===== config.mk =====
export PLATFORM = sky130hd
export DESIGN_NAME = wash_cycle_controller
export DESIGN_NICKNAME = d
export VERILOG_FILES = /design/src/rtl/wash_cycle_controller.sv
export SDC_FILE = /design/constraint.sdc
export NUM_CORES = 1
export LEC_CHECK = 0
export CAP_MARGIN = 25
export CORE_UTILIZATION = 41
export DETAILED_ROUTE_END_ITERATION = 16
export MAX_ROUTING_LAYER = met4
export PLACE_DENSITY_LB_ADDON = 0.15
export SETUP_SLACK_MARGIN = 0.2
export SYNTH_ARGS = -nofsm -noshare
export SYNTH_HDL_FRONTEND = slang
export SYNTH_SLANG_ARGS = --single-unit
export TNS_END_PERCENT = 1

===== constraint.sdc =====
create_clock -name clk -period 1.7 [get_ports clk]
set_input_delay 0.255 -clock clk [delete_from_list [all_inputs] [get_ports clk]]
set_output_delay 0.255 -clock clk [all_outputs]
set_load 0.005 [all_outputs]

===== src/rtl/wash_cycle_controller.sv =====
// Wash phase sequencer: walks multi_phase_timer through SOAK/WASH/RINSE/SPIN and decodes actuators.
// Optional per-phase watchdog enabled by defining CYCLE_WATCHDOG_EN.
`timescale 1ns/1ps
module wash_cycle_controller #(
    parameter int unsigned WDOG_LIMIT = 1024
) (
    input  logic       clk,
    input  logic       rst,
    input  logic       start,
    input  logic       abort,
    input  logic       power_on,
    input  logic       mode1,
    input  logic       mode2,
    input  logic       mode3,
    input  logic       mode4,
    input  logic       timer_done,
    output logic       timer_enable,
    output logic [1:0] phase_sel,
    output logic [3:0] timer_mode,
    output logic       water_valve,
    output logic       drain_valve,
    output logic       motor_on,
    output logic       busy,
    output logic       cycle_done,
    output logic       mode_err,
    output logic       fault
);

    localparam int unsigned MODE_W = 4;
    localparam int unsigned WDOG_W = 32;
    localparam logic [MODE_W-1:0] MODE_SPIN = 4'b0001;

    typedef enum logic [2:0] {
        ST_IDLE  = 3'd0,
        ST_SOAK  = 3'd1,
        ST_WASH  = 3'd2,
        ST_RINSE = 3'd3,
        ST_SPIN  = 3'd4,
        ST_DONE  = 3'd5,
        ST_ERROR = 3'd6
    } state_t;

    state_t             state_q;
    state_t             state_d;
    logic [MODE_W-1:0]  mode_q;
    logic [MODE_W-1:0]  mode_in;
    logic               gap_q;
    logic               mode_err_q;
    logic               mode_onehot;
    logic               accept;
    logic               entering;
    logic               start_acc;
    logic               start_rej;
    logic               wdog_hit;

    function automatic logic is_phase(input state_t s);
        return (s == ST_SOAK) || (s == ST_WASH) || (s == ST_RINSE) || (s == ST_SPIN);
    endfunction

    assign mode_in     = {mode1, mode2, mode3, mode4};
    assign mode_onehot = (mode_in != '0) && ((mode_in & (mode_in - MODE_W'(1))) == '0);

    // Done pulses count only while the timer is actually running on mains power.
    assign accept    = timer_enable && power_on && timer_done;
    assign entering  = is_phase(state_d) && (state_d != state_q);
    assign start_acc = (state_q == ST_IDLE) && (state_d != ST_IDLE);
    assign start_rej = (state_q == ST_IDLE) && start && power_on && !abort && !mode_onehot;

`ifdef CYCLE_WATCHDOG_EN
    localparam bit WDOG_EN = 1'b1;
    logic [WDOG_W-1:0] wdog_q;

    assign wdog_hit = timer_enable && power_on && (wdog_q == WDOG_W'(WDOG_LIMIT - 1));

    // Enabled-cycle counter, restarted on every phase entry.
    always_ff @(posedge clk or posedge rst) begin
        if (rst) begin
            wdog_q <= '0;
        end else if (entering) begin
            wdog_q <= '0;
        end else if (timer_enable && power_on) begin
            wdog_q <= wdog_q + WDOG_W'(1);
        end
    end
`else
    localparam bit WDOG_EN = 1'b0;
    logic [WDOG_W-1:0] unused_wdog_limit;

    assign wdog_hit          = 1'b0;
    assign unused_wdog_limit = WDOG_W'(WDOG_LIMIT);
`endif

    always_ff @(posedge clk or posedge rst) begin
        if (rst) begin
            state_q <= ST_IDLE;
        end else begin
            state_q <= state_d;
        end
    end

    // Abort wins over everything; loss of mains freezes the sequence in place.
    always_comb begin
        state_d = state_q;
        if (abort) begin
            state_d = ST_IDLE;
        end else if (power_on) begin
            case (state_q)
                ST_IDLE: begin
                    if (start && mode_onehot) begin
                        state_d = (mode_in == MODE_SPIN) ? ST_SPIN : ST_SOAK;
                    end
                end
                ST_SOAK: begin
                    if (accept)        state_d = ST_WASH;
                    else if (wdog_hit) state_d = ST_ERROR;
                end
                ST_WASH: begin
                    if (accept)        state_d = ST_RINSE;
                    else if (wdog_hit) state_d = ST_ERROR;
                end
                ST_RINSE: begin
                    if (accept)        state_d = ST_SPIN;
                    else if (wdog_hit) state_d = ST_ERROR;
                end
                ST_SPIN: begin
                    if (accept)        state_d = ST_DONE;
                    else if (wdog_hit) state_d = ST_ERROR;
                end
                ST_DONE:  state_d = ST_IDLE;
                ST_ERROR: state_d = ST_ERROR;
                default:  state_d = ST_IDLE;
            endcase
        end
    end

    // Gap flag holds the timer disabled for one powered cycle after each phase entry.
    always_ff @(posedge clk or posedge rst) begin
        if (rst) begin
            mode_q     <= '0;
            gap_q      <= 1'b0;
            mode_err_q <= 1'b0;
        end else begin
            mode_err_q <= start_rej;
            if (start_acc) begin
                mode_q <= mode_in;
            end
            if (entering) begin
                gap_q <= 1'b1;
            end else if (power_on || !is_phase(state_d)) begin
                gap_q <= 1'b0;
            end
        end
    end

    always_comb begin
        phase_sel    = 2'b00;
        busy         = 1'b0;
        water_valve  = 1'b0;
        drain_valve  = 1'b0;
        motor_on     = 1'b0;
        cycle_done   = 1'b0;
        fault        = 1'b0;
        timer_enable = 1'b0;
        case (state_q)
            ST_SOAK: begin
                phase_sel   = 2'b00;
                busy        = 1'b1;
                water_valve = power_on;
            end
            ST_WASH: begin
                phase_sel = 2'b01;
                busy      = 1'b1;
                motor_on  = power_on;
            end
            ST_RINSE: begin
                phase_sel   = 2'b10;
                busy        = 1'b1;
                water_valve = power_on;
                motor_on    = power_on;
            end
            ST_SPIN: begin
                phase_sel   = 2'b11;
                busy        = 1'b1;
                motor_on    = power_on;
                drain_valve = power_on;
            end
            ST_DONE:  cycle_done = 1'b1;
            ST_ERROR: fault      = WDOG_EN;
            default:  ;
        endcase
        timer_enable = busy && !gap_q;
    end

    assign timer_mode = mode_q;
    assign mode_err   = mode_err_q;

endmodule


# Word level (Yosys, flattened, before mapping)
# Index checks and enable logic that the tools add are counted.
dict set report word_totals {
  register_bits 9
  in_bits 10
  wordCells 62
}
dict set report classes {
  addsub 1
  n_eq_ne 12
  muxes 17
  bitwise_logic 1
  n_reduce_logical 27
}
# cell n
set op_table {}
lappend op_table {{$mux 3} 8}
lappend op_table {{$pmux 3 s6} 1}
lappend op_table {{$eq 3x2->1 const B} 4}
lappend op_table {{$eq 3x3->1 const B} 4}
lappend op_table {{$logic_and 1x1->1} 11}
lappend op_table {{$mux 1} 7}
lappend op_table {{$eq 3x1->1 const B} 2}
lappend op_table {{$pmux 2 s3} 1}
lappend op_table {{$and 4x4->4} 1}
lappend op_table {{$eq 4x1->1 const B} 1}
lappend op_table {{$logic_not 1->1} 4}
lappend op_table {{$logic_not 4->1} 1}
lappend op_table {{$logic_or 1x1->1} 4}
lappend op_table {{$reduce_bool 4->1} 1}
lappend op_table {{$reduce_or 4->1} 1}
lappend op_table {{$sub 4x1->4 const B} 1}
lappend op_table {{$logic_not 3->1} 1}
lappend op_table {{$ne 3x3->1} 1}
lappend op_table {{$reduce_bool 3->1} 1}
lappend op_table {{$reduce_or 3->1} 1}
lappend op_table {{$reduce_bool 2->1} 1}
lappend op_table {{$reduce_or 2->1} 1}

# Depth between registers and ports, before layout
dict set report depth {
  depth_word 18
  depth_mapped 6
  ltp_nobuf 5
}

# Least setup slack after synthesis
# OpenSTA, ideal clock, no wires.
dict set report synth_timing {
  kind {register to register}
  start {reg state_q[2]}
  end {reg mode_q[1] (netlist: timer_mode[1])}
  arrival_time_ns 1.759
  slack_ns -0.184
  path_stages_with_launch 7
  synth_period_minus_slack_ns 1.884
  path_cell_list {dfrtp_1 -> buf_6 -> nor4b_4 -> nand4b_2 -> a221oi_4 -> a22oi_4 -> mux2_4}
}
dict set report synth_between {
  elab_chain_cells 12
  word_cells_on_any_way 21
  classes_between {5 x eq/ne; 9 x mux; 7 x reduce/logical}
}
# item line_no
set synth_lines {}
lappend synth_lines {{start, declared} 43} ;# state_t state_q;
lappend synth_lines {{start signal, assigned} 97} ;# state_q <= state_d;
lappend synth_lines {{$eq 3x3->1, or another cell as far along} {107, 164}}
lappend synth_lines {{$reduce_or 4->1 (no source line)} -}
lappend synth_lines {{$mux 1} 164} ;# case (state_q)
lappend synth_lines {{$logic_and 1x1->1} 191} ;# timer_enable = busy && !gap_q;
lappend synth_lines {{$logic_and 1x1->1 (2 in a row)} 64} ;# assign accept = timer_enable && power_on && timer_done;
lappend synth_lines {{$mux 3 (on tied branches)} -}
lappend synth_lines {{$pmux 3 s6} 107} ;# case (state_q)
lappend synth_lines {{$mux 3 *} 106} ;# end else if (power_on) begin
lappend synth_lines {{$mux 3 *} 104} ;# if (abort) begin
lappend synth_lines {{named net state_d[2]} 44} ;# state_t state_d;
lappend synth_lines {{$reduce_bool 3->1 *} 66} ;# assign start_acc = (state_q == ST_IDLE) && (state_d != ST_IDLE);
lappend synth_lines {{$logic_and 1x1->1 *} 66}
lappend synth_lines {{end signal, assigned} 145} ;# mode_q <= mode_in;
lappend synth_lines {{end, declared} 45} ;# logic [MODE_W-1:0] mode_q;
# The timed path passes the listed nets; every way through them passes the cells marked *.
# A chain may end at the register's enable or synchronous reset.

# Final worst setup path
dict set report layout_timing {
  start {reg state_q[1]}
  end {reg mode_q[1] (netlist: timer_mode[1])}
}
dict set report layout_between {
  elab_chain_cells 12
  word_cells_on_any_way 21
  classes_between {5 x eq/ne; 9 x mux; 7 x reduce/logical}
}
# item line_no
set layout_lines {}
lappend layout_lines {{$eq 3x3->1, or another cell as far along} {107, 164}}
lappend layout_lines {{$reduce_or 4->1 (no source line)} -}
lappend layout_lines {{$mux 1} 164}
lappend layout_lines {{$logic_and 1x1->1} 191}
lappend layout_lines {{$logic_and 1x1->1 (2 in a row)} 64}
lappend layout_lines {{$mux 3 (on tied branches)} -}
lappend layout_lines {{$pmux 3 s6 *} 107}
lappend layout_lines {{$mux 3 *} 106}
lappend layout_lines {{$mux 3 *} 104}
lappend layout_lines {{named net state_d[2]} 44}
lappend layout_lines {{$reduce_bool 3->1 *} 66}
lappend layout_lines {{$logic_and 1x1->1 *} 66}
# Marked as above.

==> results <==
==> timing repair <==
action	in CTS	in global routing
pin swaps	10	7
endpoints found under the setup margin	16	16
hold endpoints to repair	0	0
setup buffers	2	0
gates resized for setup	38	9
==> worst max-delay path: cells and delay by family, from the launching register on <==
kind,cells,cell delay (ns)
AO/OA/AOI/OAI,2,0.49
multiplexers,1,0.32
buffers and inverters,1,0.13
AND/OR/NAND/NOR,2,0.44
flip-flops,1,0.44
==> metal layers <==
| metal | vias to the layer above | track usage | share of wire |
|---|---|---|---|
| met5 | - | - | 0 |
| met4 | 0 | 0.109 | 0.016 |
| met3 | 8 | 0.0635 | 0.046 |
| met2 | 27 | 0.409 | 0.50 |
| met1 | 452 | 0.328 | 0.44 |
| li1 | 432 | - | - |
==> per-stage QoR <==
stage	setup slack, ns	util	hold slack, ns	std cells
2_1_floorplan	-0.158	-	0.0829	87
3_3_place_gp	-0.382	0.704	0.492	160
3_5_place_dp	-0.408	0.704	0.492	160
4_1_cts	-0.247	0.758	0.258	166
5_1_grt	-0.293	0.757	0.282	166
6_report	-0.241	0.757	0.245	166
==> flip-flops by register name (all words and copies together) (netlist names) <==
register / flops
gap_q: 1
mode_err: 1
state_q: 3
timer_mode: 4
==> power breakdown <==
group          leakage (µW)  total [µW]  internal, µW  switching [µW]
clock             0.0000150         159          90.1            69.2
combinational      0.000511         405           242             163
sequential         0.000111         279           252            27.0
total              0.000636         843           584             259
==> area by class of cell <==
| cell class | count | area (µm²) | area share |
|---|---|---|---|
| multi-input combinational | 66 | 564 | 0.422 |
| timing repair buffer | 57 | 467 | 0.349 |
| sequential | 9 | 229 | 0.171 |
| tap | 25 | 31.3 | 0.0234 |
| clock buffer | 4 | 26.3 | 0.0197 |
| inverter | 5 | 18.8 | 0.0140 |
==> placed cells by master (no fill, tap or decap), types with 3 or more instances in the layout <==
cell type	n
buf_4	31
clkdlybuf4s50_1	13
nand2_1	6
dfrtp_1	6
nor2_1	5
a21oi_1	5
buf_2	5
inv_1	4
o21ai_0	4
buf_6	4
mux2_4	3
clkbuf_4	3
dfrtp_2	3
==> path summary, 6_finish.rpt <==
path / from / to / slack, ns / cells after the start
min: rst / timer_mode[2] / 0.25 / 2
min in group clk: timer_mode[1] / timer_mode[1] / 0.50 / 1
max reg2reg: state_q[1] / timer_mode[1] / -0.24 / 6
min reg2reg: timer_mode[1] / timer_mode[1] / 0.50 / 1
max in group asynchronous: rst / state_q[1] / 1.19 / 2
max: state_q[1] / timer_mode[1] / -0.24 / 6
==> cells by family (layout without fill, tap and decap cells) <==
family                 after synthesis  in the layout  synth area share
AO/OA/AOI/OAI                       27             27             0.287
XOR/XNOR                             3              3            0.0337
buffers and inverters               12             66            0.0737
flip-flops                           9              9             0.288
multiplexers                         3              3            0.0577
other                                1              1           0.00480
AND/OR/NAND/NOR                     32             32             0.255
==> results by group <==
Outcome
  – Status: complete, but fails checks
  – Failing checks: negative setup slack

Die
  – Die area: 2080 µm²
  – Core Footprint: between 1500 and 2000 µm²
  – Die Span Y: around 46 µm
  – Starting density of the core: 0.443
  – Row count: 15
  – Top Ports: 24
  – Die width: approximately 46 µm

STA
  – Minimum clock period: 1.94 ns
  – Setup TNS: -1.07 ns
  – Fmax: 0.515 GHz
  – Slew margin rel.: 0.639
  – Slew @ Worst Pin: between 0.5 and 0.6 ns
  – Period utilization: 1.14
  – Setup ws final: -0.241 ns
  – Hold Vio Cnt, Final: 0
  – Fin. max-slew vios: 0
  – Worst Skew: 0.00718 ns
  – RSZ-0062 raised after global routing: yes
  – Final Setup Violations: 5

Final layout
  – Proportion of layout cells with a drive suffix above 1: 0.468
  – Layout area overhead: 71.2%
  – Ant. Diodes: 0
  – Design Area, Final: 1340 µm²
  – Fillers: about 140
  – Fin nets: between 150 and 200

Hold path
  – Worst hold path type: in2async

Global route
  – First-pass GRT wire length: roughly 3800 µm
  – Largest net degree at the start of global routing: 13
  – Vias in the first global route: 831
  – GRT Total Usage: 0.264
  – Remaining global-route overflow: 0
  – Antenna violations before repair: 0

Setup path
  – Slowest cell on the critical path: dfrtp_2
  – Worst-path fanout max: 4
  – CP arrival: 2.08 ns
  – WS Path Type: reg2reg
  – Critical Path Source Type: register
  – Worst Setup End Kind: register
  – CP required: 1.84 ns
  – Largest stage delay on the critical path: 0.44 ns
  – Critical Path, Cell by Cell: buf_6, nor4b_4, nand4b_4, a221oi_4, a22oi_4, mux2_4

Synthesis
  – Avg Inst Size Synth: roughly 9 µm²
  – Yosys cell types: 42
  – Synthesized flop and latch total: 9
  – Synth top area share: 0.288
  – Post-synth top cells: dfrtp_1 (9), a21oi_1 (7), nand2_1 (7)
  – Cell Area, Synth: a little under 800 µm²
  – Area contributors post-synth: dfrtp_1 (29%), mux2_4 (5.8%), a21oi_1 (4.5%)
  – Synth Flop Type: dfrtp_1
  – Syn Inst Count: between 80 and 90
  – Count leader, synth: dfrtp_1
  – Number of flops mapped to enable cells by yosys: 0
  – Share of async-settable or async-resettable flops after synthesis: 1.00
  – Mapped Nets: 97
  – Synth warnings: 0
  – Sequential area share after synthesis: 0.288
  – Most area-hungry cell type in the Yosys netlist: dfrtp_1

Clock tree
  – Skew-Pair Late Insertion Delay: around 0.26 ns
  – CTS tree: done
  – Root Driver: clkbuf_4
  – CTS buffer count: 3
  – Clock Sink Count: 9
  – CTS Buffer Depth: 2
  – Clk slew on worst S/H paths: 0.06 ns
  – Htree depth: 1
  – CTS Hold Bufs: 0

Place
  – DP Wirelength: 1760 µm
  – Port-buffer cells: 22
  – Final GP Congestion: 0.852
  – Placement Cell Area: 1240 µm²

Drt
  – Via Count: between 900 and 1k
  – Drt total wl: roughly 2400 µm
  – Detail-routed via count per cell: 5.54
  – DR DRC count: 0
  – DRT iter0 DRCs: 29
  – Post-route ant nets: 0
  – Drt first pass iters: 4
  – WL per Instance: between 10 and 15 µm

Pwr
  – Leakage: between 0.0006 and 0.0007 µW
  – Overall Power: 843 µW
  – Worst VDD drop: 0.000645 V
  – PD cells: 631 nW/µm²

Flow run
  – Number of max-cap violations: 0
(Power assumes the default switching activity.)
==> variant (same settings) <==
The option `CYCLE_WATCHDOG_EN` is turned on by a define.
--- a/src/rtl/wash_cycle_controller.sv
+++ b/src/rtl/wash_cycle_controller.sv
@@ -1,6 +1,8 @@
 // Wash phase sequencer: walks multi_phase_timer through SOAK/WASH/RINSE/SPIN and decodes actuators.
 // Optional per-phase watchdog enabled by defining CYCLE_WATCHDOG_EN.
 `timescale 1ns/1ps
+`define CYCLE_WATCHDOG_EN
+
 module wash_cycle_controller #(
     parameter int unsigned WDOG_LIMIT = 1024
 ) (
Formal check against the unedited RTL: same outputs for any inputs over 10 cycles, from zero or initial values and one cycle with rst high; that may be too few to reach the edited logic, so the function may still have changed.
==> variant against the unedited design <==
The flow still finishes with violations (negative setup slack). Cell count grew to 2.7 times the old value. Power increased to 3.1 times the old value. Sequential cell count grew 32. Wire length rose to 2.6 times the old value. Final area rose to 2.8 times the old value. Setup slack got worse by 0.50 ns. Synthesized cell count grew to 3.0 times the old value. Area after synthesis rose to 3.1 times the old value. Largest cell class unchanged.
==> variant: results (changes against the unedited design) <==
stage,metric,value,unit,change
sta,# setup viols final,45,,+40
placed_design,IO buf count,23,,+4.5%
clocking,Max clock buf depth,2,,unchanged
sta,setup ws final,-0.740,ns,-0.499 ns
synth,Synthesized Nets,269,,+180%
critical_path,RR Startpoint,wdog_q[15]$_DFFE_PP0P_,,
critical_path,FF-to-FF path depth,9,,+3
synth,top-count cell post-synth,nor2_1,,
clocking,cts bufs inserted,5,,+2
detailed_routing,Final ANT Viol Nets,0,,unchanged
outcome,status,"complete, but fails checks",,
detailed_routing,DR iter-0 viols,79,,+170%
sta,setup tns final,-27.82,ns,-26.74 ns
clocking,# H-tree levels,2,,+1
synth,Post-synth top cells,"48 x nor2_1, 41 x dfrtp_1, 22 x xor2_1",,
placed_design,routability-driven placement congestion ratio,0.870,,+2.1%
pwr,Internal Power,1890,µW,+220%
layout,fillers,500,,+260%
critical_path,WS Path Type,reg -> reg,,
global_routing,initial antenna violation count,0,,unchanged
synth,Synth area leaders,"dfrtp_1 42%, xor2_1 8.0%, nor2_1 7.5%",,
clocking,Worst-path clk slew,0.08,ns,+0.02 ns
global_routing,GRT Overall Usage,0.211,,-0.0529
placed_design,placed wire-length estimate,4.15,mm,+140%
layout,fin nets,382,,+150%
layout,Largest Register,wdog_q,,
sta,clk_skew,0.00349,ns,-0.00369 ns
detailed_routing,via count,2260,,+150%
global_routing,first-pass GRT wire length,9.90,mm,+160%
critical_path,crit path max-delay cell type,or4_4,,
synth,Post-synth top flop,dfrtp_1,,
critical_path,CP Max Fanout,14,,+10
job,Max-Cap Viols,0,,unchanged
synth,sequential cell area fraction in the yosys report,0.424,,+0.136
outcome,failing checks,negative setup slack,,
critical_path,CP arrival,2.63,ns,+0.55 ns
critical_path,Worst R2R End,wdog_q[19]$_DFFE_PP0P_,,
pwr,worst vdd ir,481,µV,-25%
clocking,worst skew pair latency,0.30,ns,+0.04 ns
layout,number of flip-flops in the largest register,32,,+28
pwr,leakage power,0.00180,µW,+180%
detailed_routing,DR WL/cell,13.7,µm,-3.7%
critical_path,"Largest delay share family, worst path",simple AND/OR/NAND/NOR gates,,
sta,worst slew pin tran,0.376,ns,-0.160 ns
global_routing,largest net degree at the start of global routing,42,,+29
synth,Syn. warnings,0,,unchanged
critical_path,"slowest stage delay, CP",0.49,ns,+0.05 ns
global_routing,vias in the first global route,2221,,+170%
synth,Unique masters post-synth,50,,+19%
worst_hold_path,Hold Crit Class,in -> async,,
detailed_routing,DR pass1 iterations,4,,unchanged
synth,async set or reset register ratio after synthesis,1.00,,unchanged
clocking,root buffer cell,clkbuf_8,,
layout,Ant. Diodes,0,,unchanged
layout,share of cells above drive strength 1,0.390,,-0.0783
variant: changes by cell type after synthesis, moves of 6 or more:
cell	delta
and3_1	+10
dfrtp_1	+32
nand2_1	+9
nand3_1	+12
nand4_1	+6
nor2_1	+42
nor3_1	+8
xnor2_1	+10
xor2_1	+20
variant: power groups by stage:
stage / clock network [µW] / logic [µW] / registers [µW]
floorplan: 0 / 307 / 1170
global placement: 0 / 665 / 1160
detailed placement: 0 / 674 / 1160
CTS: 734 / 700 / 1150
global route: 770 / 826 / 1160
finish: 710 / 755 / 1150
variant: routing by layer:
layer / share of wire / up-vias / track usage
met5: 0 / - / -
met4: 0.016 / 0 / 0.0852
met3: 0.025 / 9 / 0.0368
met2: 0.47 / 30 / 0.330
met1: 0.49 / 1095 / 0.272
li1: - / 1126 / -
variant: how the worst min path moves through the flow:
stage                              start                   endpoint  slack [ns]  cells past startpoint
2_1_floorplan                      mode4  timer_mode[0]$_DFFE_PP0P_        0.39                      1
3_3_place_gp   timer_mode[2]$_DFFE_PP0P_  timer_mode[2]$_DFFE_PP0P_        0.48                      1
3_5_place_dp   timer_mode[2]$_DFFE_PP0P_  timer_mode[2]$_DFFE_PP0P_        0.48                      1
4_1_cts                              rst     wdog_q[24]$_DFFE_PP0P_        0.31                      3
5_1_grt                              rst     wdog_q[26]$_DFFE_PP0P_        0.34                      3
6_report                             rst       state_q[0]$_DFF_PP0_        0.31                      3
variant: cells by family (layout without fill, tap and decap cells):
group,Yosys count,after routing,share of synthesized area
buffers and inverters,19,133,0.0430
flip-flops,41,41,0.424
AO/OA/AOI/OAI,28,28,0.0983
XOR/XNOR,33,33,0.120
adder cells (fa/ha/maj),1,1,0.00518
AND/OR/NAND/NOR,131,131,0.287
multiplexers,5,5,0.0228
variant: layout make-up:
| cell class | count | area, µm² | area share |
|---|---|---|---|
| Sequential cell | 41 | 1030 | 0.278 |
| Multi-Input combinational cell | 198 | 1440 | 0.389 |
| Tap cell | 72 | 90.1 | 0.0244 |
| Clock buffer | 7 | 96.3 | 0.0261 |
| Clock inverter | 1 | 5.00 | 0.00135 |
| Timing Repair Buffer | 117 | 1010 | 0.274 |
| Inverter | 8 | 30.0 | 0.00812 |
variant: stage by stage:
stage               std cells  hold WS [ns]  total power (µW)  setup slack, ns  area [µm²]
global placement          426         0.479              1830           -0.911        3340
finish                    444         0.308              2610           -0.740        3700
detailed placement        426         0.485              1840           -0.999        3340
floorplan                 258         0.387              1470           -0.524        2440
global route              444         0.338              2760           -0.848        3700
CTS                       434         0.313              2580           -0.676        3520
variant: repair_timing:
action / CTS / global route
setup buffers: 0 / 8
cloned: 0 / 2
endpoints found under the setup margin: 50 / 50
pin swaps: 6 / 11
gates resized for setup: 36 / 31
